==> src/rtl/lab1_sys_pio_event_pkg.sv <==
// lab1_sys_pio_event_pkg: register offsets and FSM states shared by the PIO event controller
package lab1_sys_pio_event_pkg;
  localparam logic [1:0] PIO_IRQ_MASK = 2'd2;
  localparam logic [1:0] PIO_EDGE_CAP = 2'd3;
  localparam logic [1:0] CPU_DATA = 2'd0;
  localparam logic [1:0] CPU_STATUS = 2'd1;
  localparam logic [1:0] CPU_MASK = 2'd2;
  localparam logic [1:0] CPU_CTRL = 2'd3;
  typedef enum logic [2:0] {ST_INIT, ST_IDLE, ST_RD_ADDR, ST_RD_DATA, ST_WAIT_SPACE} state_t;
endpackage

==> src/rtl/lab1_sys_pio_event_ctrl_if.sv <==
// lab1_sys_pio_event_ctrl_if: memory-mapped register bus used for both the PIO and CPU sides
interface lab1_sys_pio_event_ctrl_if;
  logic [1:0] address;
  logic chipselect;
  logic read;
  logic write_n;
  logic [31:0] writedata;
  logic [31:0] readdata;
  modport master(output address, chipselect, read, write_n, writedata, input readdata);
  modport slave(input address, chipselect, read, write_n, writedata, output readdata);
endinterface

==> src/rtl/lab1_sys_pio_event_fifo.sv <==
// lab1_sys_pio_event_fifo: DEPTH x 8 event queue with synchronous push/pop/flush
module lab1_sys_pio_event_fifo #(
  parameter int DEPTH = 8
) (
  input  logic clk,
  input  logic reset_n,
  input  logic push,
  input  logic [7:0] din,
  input  logic pop,
  input  logic flush,
  output logic [7:0] dout,
  output logic [$clog2(DEPTH):0] count,
  output logic full,
  output logic empty
);
  localparam int AW = $clog2(DEPTH);
  logic [7:0] mem [DEPTH];
  logic [AW-1:0] wr_ptr, rd_ptr;
  logic do_push, do_pop;
  assign full = count == (AW+1)'(DEPTH);
  assign empty = count == '0;
  assign do_push = push & (~full | pop);
  assign do_pop = pop & ~empty;
  assign dout = mem[rd_ptr];
  // pointers and occupancy; flush discards everything including a same-cycle push
  always_ff @(posedge clk or negedge reset_n) begin
    if (!reset_n) begin
      wr_ptr <= '0;
      rd_ptr <= '0;
      count <= '0;
    end else if (flush) begin
      wr_ptr <= '0;
      rd_ptr <= '0;
      count <= '0;
    end else begin
      wr_ptr <= do_push ? wr_ptr + 1'b1 : wr_ptr;
      rd_ptr <= do_pop ? rd_ptr + 1'b1 : rd_ptr;
      count <= count + (AW+1)'(do_push) - (AW+1)'(do_pop);
    end
  end
  // storage array, no reset needed since occupancy guards reads
  always_ff @(posedge clk) begin
    if (do_push && !flush) mem[wr_ptr] <= din;
  end
endmodule

==> src/rtl/lab1_sys_pio_event_ctrl.sv <==
// lab1_sys_pio_event_ctrl: drains PIO edge captures into a FIFO and exposes them to the CPU
module lab1_sys_pio_event_ctrl
  import lab1_sys_pio_event_pkg::*;
#(
  parameter int DEPTH = 8,
  parameter logic [7:0] MASK_INIT = 8'hFF
) (
  input  logic clk,
  input  logic reset_n,
  input  logic pio_irq,
  lab1_sys_pio_event_ctrl_if.master m,
  lab1_sys_pio_event_ctrl_if.slave s,
  output logic irq
);
  localparam int CW = $clog2(DEPTH) + 1;
  state_t state, state_nx;
  logic [7:0] mask_reg, head, cap;
  logic mask_dirty, ien, lost, push, pop, flush, full, empty, rd, wr, m_cs, m_wn;
  logic [CW-1:0] count;
  logic [1:0] m_addr;
  logic [31:0] m_wd, status, rd_mux;
  logic unused;
  assign cap = m.readdata[7:0];
  assign rd = s.chipselect & s.read;
  assign wr = s.chipselect & ~s.write_n;
  assign pop = rd & (s.address == CPU_DATA) & ~empty;
  assign flush = wr & (s.address == CPU_CTRL) & s.writedata[1];
  assign irq = ien & ~empty;
  assign status = {15'b0, lost, 7'b0, 5'(count), 2'b0, full, empty};
  assign unused = ^{m.readdata[31:8], s.writedata[31:8]};
  lab1_sys_pio_event_fifo #(.DEPTH(DEPTH)) u_fifo (
    .clk(clk),
    .reset_n(reset_n),
    .push(push),
    .din(cap),
    .pop(pop),
    .flush(flush),
    .dout(head),
    .count(count),
    .full(full),
    .empty(empty)
  );
  // FSM state register
  always_ff @(posedge clk or negedge reset_n) begin
    if (!reset_n) state <= ST_INIT;
    else state <= state_nx;
  end
  // next state and PIO bus strobes
  always_comb begin
    state_nx = state;
    m_cs = 1'b0;
    m_wn = 1'b1;
    m_addr = 2'd0;
    m_wd = '0;
    push = 1'b0;
    case (state)
      ST_INIT: begin
        m_cs = 1'b1;
        m_wn = 1'b0;
        m_addr = PIO_IRQ_MASK;
        m_wd = {24'b0, mask_reg};
        state_nx = ST_IDLE;
      end
      ST_IDLE: state_nx = mask_dirty ? ST_INIT : pio_irq ? ST_RD_ADDR : ST_IDLE;
      ST_RD_ADDR: begin
        m_cs = 1'b1;
        m_addr = PIO_EDGE_CAP;
        state_nx = ST_RD_DATA;
      end
      ST_RD_DATA: begin
        if (cap == '0) state_nx = ST_IDLE;
        else if (full) state_nx = ST_WAIT_SPACE;
        else begin
          m_cs = 1'b1;
          m_wn = 1'b0;
          m_addr = PIO_EDGE_CAP;
          m_wd = {24'b0, cap};
          push = 1'b1;
          state_nx = ST_IDLE;
        end
      end
      ST_WAIT_SPACE: state_nx = (!full || pop) ? ST_RD_ADDR : ST_WAIT_SPACE;
      default: state_nx = ST_INIT;
    endcase
  end
  // the FSM rests in INIT during reset, so the bus is forced idle until release
  assign m.chipselect = m_cs & reset_n;
  assign m.write_n = m_wn | ~reset_n;
  assign m.address = reset_n ? m_addr : 2'd0;
  assign m.writedata = reset_n ? m_wd : '0;
  assign m.read = m.chipselect & m.write_n;
  // CPU control registers; a mask write during INIT re-arms mask_dirty
  always_ff @(posedge clk or negedge reset_n) begin
    if (!reset_n) begin
      mask_reg <= MASK_INIT;
      mask_dirty <= 1'b0;
      ien <= 1'b0;
      lost <= 1'b0;
    end else begin
      if (state == ST_INIT) mask_dirty <= 1'b0;
      if (wr && s.address == CPU_MASK) begin
        mask_reg <= s.writedata[7:0];
        mask_dirty <= 1'b1;
      end
      if (wr && s.address == CPU_CTRL) ien <= s.writedata[0];
      if (flush) lost <= push;
    end
  end
  // CPU read mux
  always_comb begin
    rd_mux = (s.address == CPU_DATA) ? (empty ? 32'd0 : {24'b0, head}) :
             (s.address == CPU_STATUS) ? status :
             (s.address == CPU_MASK) ? {24'b0, mask_reg} : {31'b0, ien};
  end
  // registered CPU read data
  always_ff @(posedge clk or negedge reset_n) begin
    if (!reset_n) s.readdata <= '0;
    else s.readdata <= rd ? rd_mux : '0;
  end
endmodule

==> src/flat_wrapper.sv <==
// flat-port wrapper written by rule: the top's interface ports become plain ports
module lab1_sys_pio_event_ctrl_flat import lab1_sys_pio_event_pkg::*;
#(
  parameter int DEPTH = 8,
  parameter logic [7:0] MASK_INIT = 8'hFF
)
  (clk, reset_n, pio_irq, irq, m_address, m_chipselect, m_read, m_write_n, m_writedata, m_readdata, s_address, s_chipselect, s_read, s_write_n, s_writedata, s_readdata);
  lab1_sys_pio_event_ctrl_if m_i ();
  lab1_sys_pio_event_ctrl_if s_i ();
  input  logic clk;
  input  logic reset_n;
  input  logic pio_irq;
  output logic irq;
  output wire logic [$bits(m_i.address)-1:0] m_address;
  output wire logic [$bits(m_i.chipselect)-1:0] m_chipselect;
  output wire logic [$bits(m_i.read)-1:0] m_read;
  output wire logic [$bits(m_i.write_n)-1:0] m_write_n;
  output wire logic [$bits(m_i.writedata)-1:0] m_writedata;
  input wire logic [$bits(m_i.readdata)-1:0] m_readdata;
  input wire logic [$bits(s_i.address)-1:0] s_address;
  input wire logic [$bits(s_i.chipselect)-1:0] s_chipselect;
  input wire logic [$bits(s_i.read)-1:0] s_read;
  input wire logic [$bits(s_i.write_n)-1:0] s_write_n;
  input wire logic [$bits(s_i.writedata)-1:0] s_writedata;
  output wire logic [$bits(s_i.readdata)-1:0] s_readdata;
  assign m_address = m_i.address;
  assign m_chipselect = m_i.chipselect;
  assign m_read = m_i.read;
  assign m_write_n = m_i.write_n;
  assign m_writedata = m_i.writedata;
  assign m_i.readdata = m_readdata;
  assign s_i.address = s_address;
  assign s_i.chipselect = s_chipselect;
  assign s_i.read = s_read;
  assign s_i.write_n = s_write_n;
  assign s_i.writedata = s_writedata;
  assign s_readdata = s_i.readdata;
  lab1_sys_pio_event_ctrl #(.DEPTH(DEPTH), .MASK_INIT(MASK_INIT)) u_core (.clk(clk), .reset_n(reset_n), .pio_irq(pio_irq), .m(m_i), .s(s_i), .irq(irq));
endmodule
==> config.mk <==
export PLATFORM = sky130hd
export DESIGN_NAME = lab1_sys_pio_event_ctrl_flat
export DESIGN_NICKNAME = d
export VERILOG_FILES = /design/src/rtl/lab1_sys_pio_event_pkg.sv /design/src/rtl/lab1_sys_pio_event_ctrl_if.sv /design/src/rtl/lab1_sys_pio_event_fifo.sv /design/src/rtl/lab1_sys_pio_event_ctrl.sv /design/src/flat_wrapper.sv
export SDC_FILE = /design/constraint.sdc
export NUM_CORES = 1
export LEC_CHECK = 0
export CAP_MARGIN = 20
export CORE_MARGIN = 2
export CORE_UTILIZATION = 65
export CTS_BUF_LIST = sky130_fd_sc_hd__clkbuf_4 sky130_fd_sc_hd__clkbuf_8 sky130_fd_sc_hd__clkbuf_16
export CTS_CLUSTER_DIAMETER = 150
export DETAILED_ROUTE_END_ITERATION = 7
export DONT_BUFFER_PORTS = 1
export PLACE_DENSITY = 0.86
export SLEW_MARGIN = 25
export SYNTH_ARGS = -nofsm -noshare
export SYNTH_HDL_FRONTEND = slang
export SYNTH_SLANG_ARGS = --single-unit
==> constraint.sdc <==
create_clock -name clk -period 5.2 [get_ports clk]
set_input_delay 1.04 -clock clk [delete_from_list [all_inputs] [get_ports clk]]
set_output_delay 1.04 -clock clk [all_outputs]
set_load 0.01 [all_outputs]
==> summary.md <==
| Metric | Value |
|---|---|
| Clock latency on the worst-skew pair | `approximately 0.36 ns` |
| Initial antenna violation count | `0` |
| Deepest clock path buffer count | `2` |
| Post-route design area | `between 4000 and 5000 sq um` |
| Asr flop ratio synth | `0.340` |
| Synth top area share | `0.414` |
| Die height | `88.5 um` |
| CTS root buffer | `clkbuf_8` |
| Boundary pin count | `142` |
| Leading post-synthesis cells by cell area | `edfxtp_1, dfrtp_1, buf_4, dfstp_2, mux4_2` |
| Post-route clock period utilization | `0.704` |
| Starting density of the core | `0.679` |
| Max-slew violations | `0` |
| # fillers | `between 400 and 500` |
| Max FFs per register | `64` |
| Met1 Use GR | `0.304` |
| LEAKAGE | `around 1.8 nW` |
| Period minus WS final | `~3.7 ns` |
| GRT Total Usage | `0.234` |
| Initial DRT Pass Iterations | `5` |
| Routed WL | `between 8000 and 9000 um` |
| Fmax | `around 0.27 GHz` |
| Final ANT Viol Nets | `0` |
| CP startpoint kind | `input pin` |
| Clock sinks | `97` |
| Vias in the first global route | `between 2k and 3k` |
| HPWL after detailed placement | `approximately 5900 um` |
| Seq/Total Area, Yosys | `0.595` |
| Prevailing post-synth register cell | `edfxtp_1` |
| Yosys warns | `0` |
| Max cap viols | `0` |
| # resized after CTS | `0` |
| Final Power | `approximately 0.0021 W` |
| Number of synthesized flops with an enable pin | `64` |
| Register area | `about 2800 sq um` |
| Worst Skew | `approximately 0.010 ns` |
| GR peak layer | `met2` |
| WP data required | `~4.2 ns` |
| Routed len/inst | `18.8 um` |
| GPL Wtd Cong | `just under 0.9` |
| Core Box Area | `about 7000 sq um` |
| Unrepaired setup endpoints after global routing | `false` |
| Worst slew pin tran | `slightly below 1 ns` |
| Row Count | `30` |
| CTS buffer count | `9` |
| Clock Pin Slew Worst Setup and Hold Paths | `about 0.09 ns` |
| Mapped cell area | `~4600 sq um` |
| Largest net degree at the start of global routing | `36` |
| Initial DRC count | `approximately 220` |
| Vias per cell | `approximately 5.8` |
| Peak VDD IR | `0.347 mV` |
| Reg2reg setup slack | `approximately 2.4 ns` |
| Placement-stage cell area | `between 4000 and 5000 sq um` |
| Met3 Use GR | `0.0653` |
| Final setup vio count | `0` |
| Crit path max fanout | `13` |
| Multi-input logic area | `approximately 1600 sq um` |
| Worst Path Arrival | `2.62 ns` |
| Mapped Cells | `roughly 350` |
| Outcome | `complete, no violations` |
| Remaining Overflow, GRT | `0` |
| Post-CTS Setup Inserts | `0` |
| Number of synthesized register bits | `97` |
| Die area | `7830 sq um` |
| Ant. Diodes | `0` |
| Leading area contributor after synthesis | `edfxtp_1` |
| Hold Vio Cnt, Final | `0` |
| Met2 Use GR | `0.383` |
| Synth unique cells | `48` |
| DR vias | `around 2.6k` |
| Die X-Extent | `between 80 and 90 um` |
| Critical Path Sink Type | `output pin` |
| Min-delay worst type | `in -> async` |
| First-pass GRT wire length | `around 13000 um` |
| IO Port Bufs | `0` |
| Worst slew margin | `0.339` |
| Sum Neg Setup Slack | `0 ns` |
| CTS tree | `done` |
| Mean post-synth cell area | `around 13 sq um` |
| Drc violations | `0` |
| H-tree depth | `3` |
| Total power divided by cell area | `approximately 450 nW/um^2` |
| Layout cell share with drive strength beyond 1 | `0.140` |
| Final net count | `between 400 and 500` |
| Area Overhead vs Synth | `1.30%` |
| Crit Path Class | `in -> out` |
| CTS Hold Buffers Added | `0` |
cell usage in the layout (no fill, tap or decap), types with 6 or more instances in the layout:
cell type,n
a21oi_1,6
a22o_1,8
a22oi_1,13
clkbuf_8,9
conb_1,47
dfrtp_1,25
dfstp_2,8
edfxtp_1,64
ha_1,8
inv_1,7
mux2_2,10
mux2i_1,17
mux4_2,8
nand2_1,13
nand2b_1,11
nand3_1,10
nor2_1,22
nor2b_1,7
o21ai_0,12
metrics by stage:
stage,hold slack [ns],setup slack [ns],utilization,cells
floorplan,0.450,2.21,-,394
global placement,0.466,1.72,0.662,431
detailed placement,0.479,1.64,0.662,431
CTS,0.352,1.60,0.688,447
global route,0.333,1.44,0.688,447
finish,0.359,1.54,0.688,447
cells by family (layout without fill, tap and decap cells):
family,Yosys count,count (layout),synth area share
compound gates,46,46,0.0677
xor+xnor,4,4,0.00755
fa+ha+maj,9,9,0.0259
buf+inv,69,26,0.0985
flops,97,97,0.595
mux,35,35,0.0998
other cells,1,47,0.000809
simple gates,87,87,0.105
routing by layer:
metal,vias up,routed length (um)
li1,1170,-
met1,1262,3250
met2,140,4210
met3,14,745
met4,0,186
met5,-,0
layout make-up:
| type | instances | area share |
|---|---|---|
| clock inverters | 7 | 0.0109 |
| repair buffers | 3 | 0.00479 |
| clock buffers | 9 | 0.0264 |
| multi-input cells | 228 | 0.340 |
| well taps | 96 | 0.0256 |
| inverters | 7 | 0.00559 |
| flip-flops and latches | 97 | 0.587 |
synth_stat cells, types with 10 or more instances:
library cell	count
edfxtp_1	64
buf_4	48
dfrtp_1	25
nor2_1	22
mux2i_1	17
a22oi_1	13
nand2_1	13
o21ai_0	12
nand2b_1	11
mux2_2	10
nand3_1	10
worst max-delay path, cell delays in order:
cell	delay, ns
nor4_1	0.53
a211o_1	0.47
nor2b_1	0.28
a22o_1	0.29
report_power, final:
group	internal, W	leakage, nW	total [W]	switching (W)
logic	0.000287	0.688	0.000598	0.000310
clock network	0.000178	0.0846	0.000436	0.000258
registers	0.000950	0.984	0.00110	0.000147
final timing paths:
check,startpoint,depth (start not counted),to
setup / recovery,m_readdata[3],4,m_writedata[1]
hold / removal,reset_n,0,u_core.state[2]
setup reg to reg,u_core.u_fifo.count[2],6,u_core.u_fifo.mem[2][7]
hold reg to reg,u_core.lost,2,u_core.lost
max in group asynchronous,reset_n,0,u_core.mask_reg[1]
min in group clk,u_core.lost,2,u_core.lost
No activity file was read; power rests on OpenSTA's default activity.
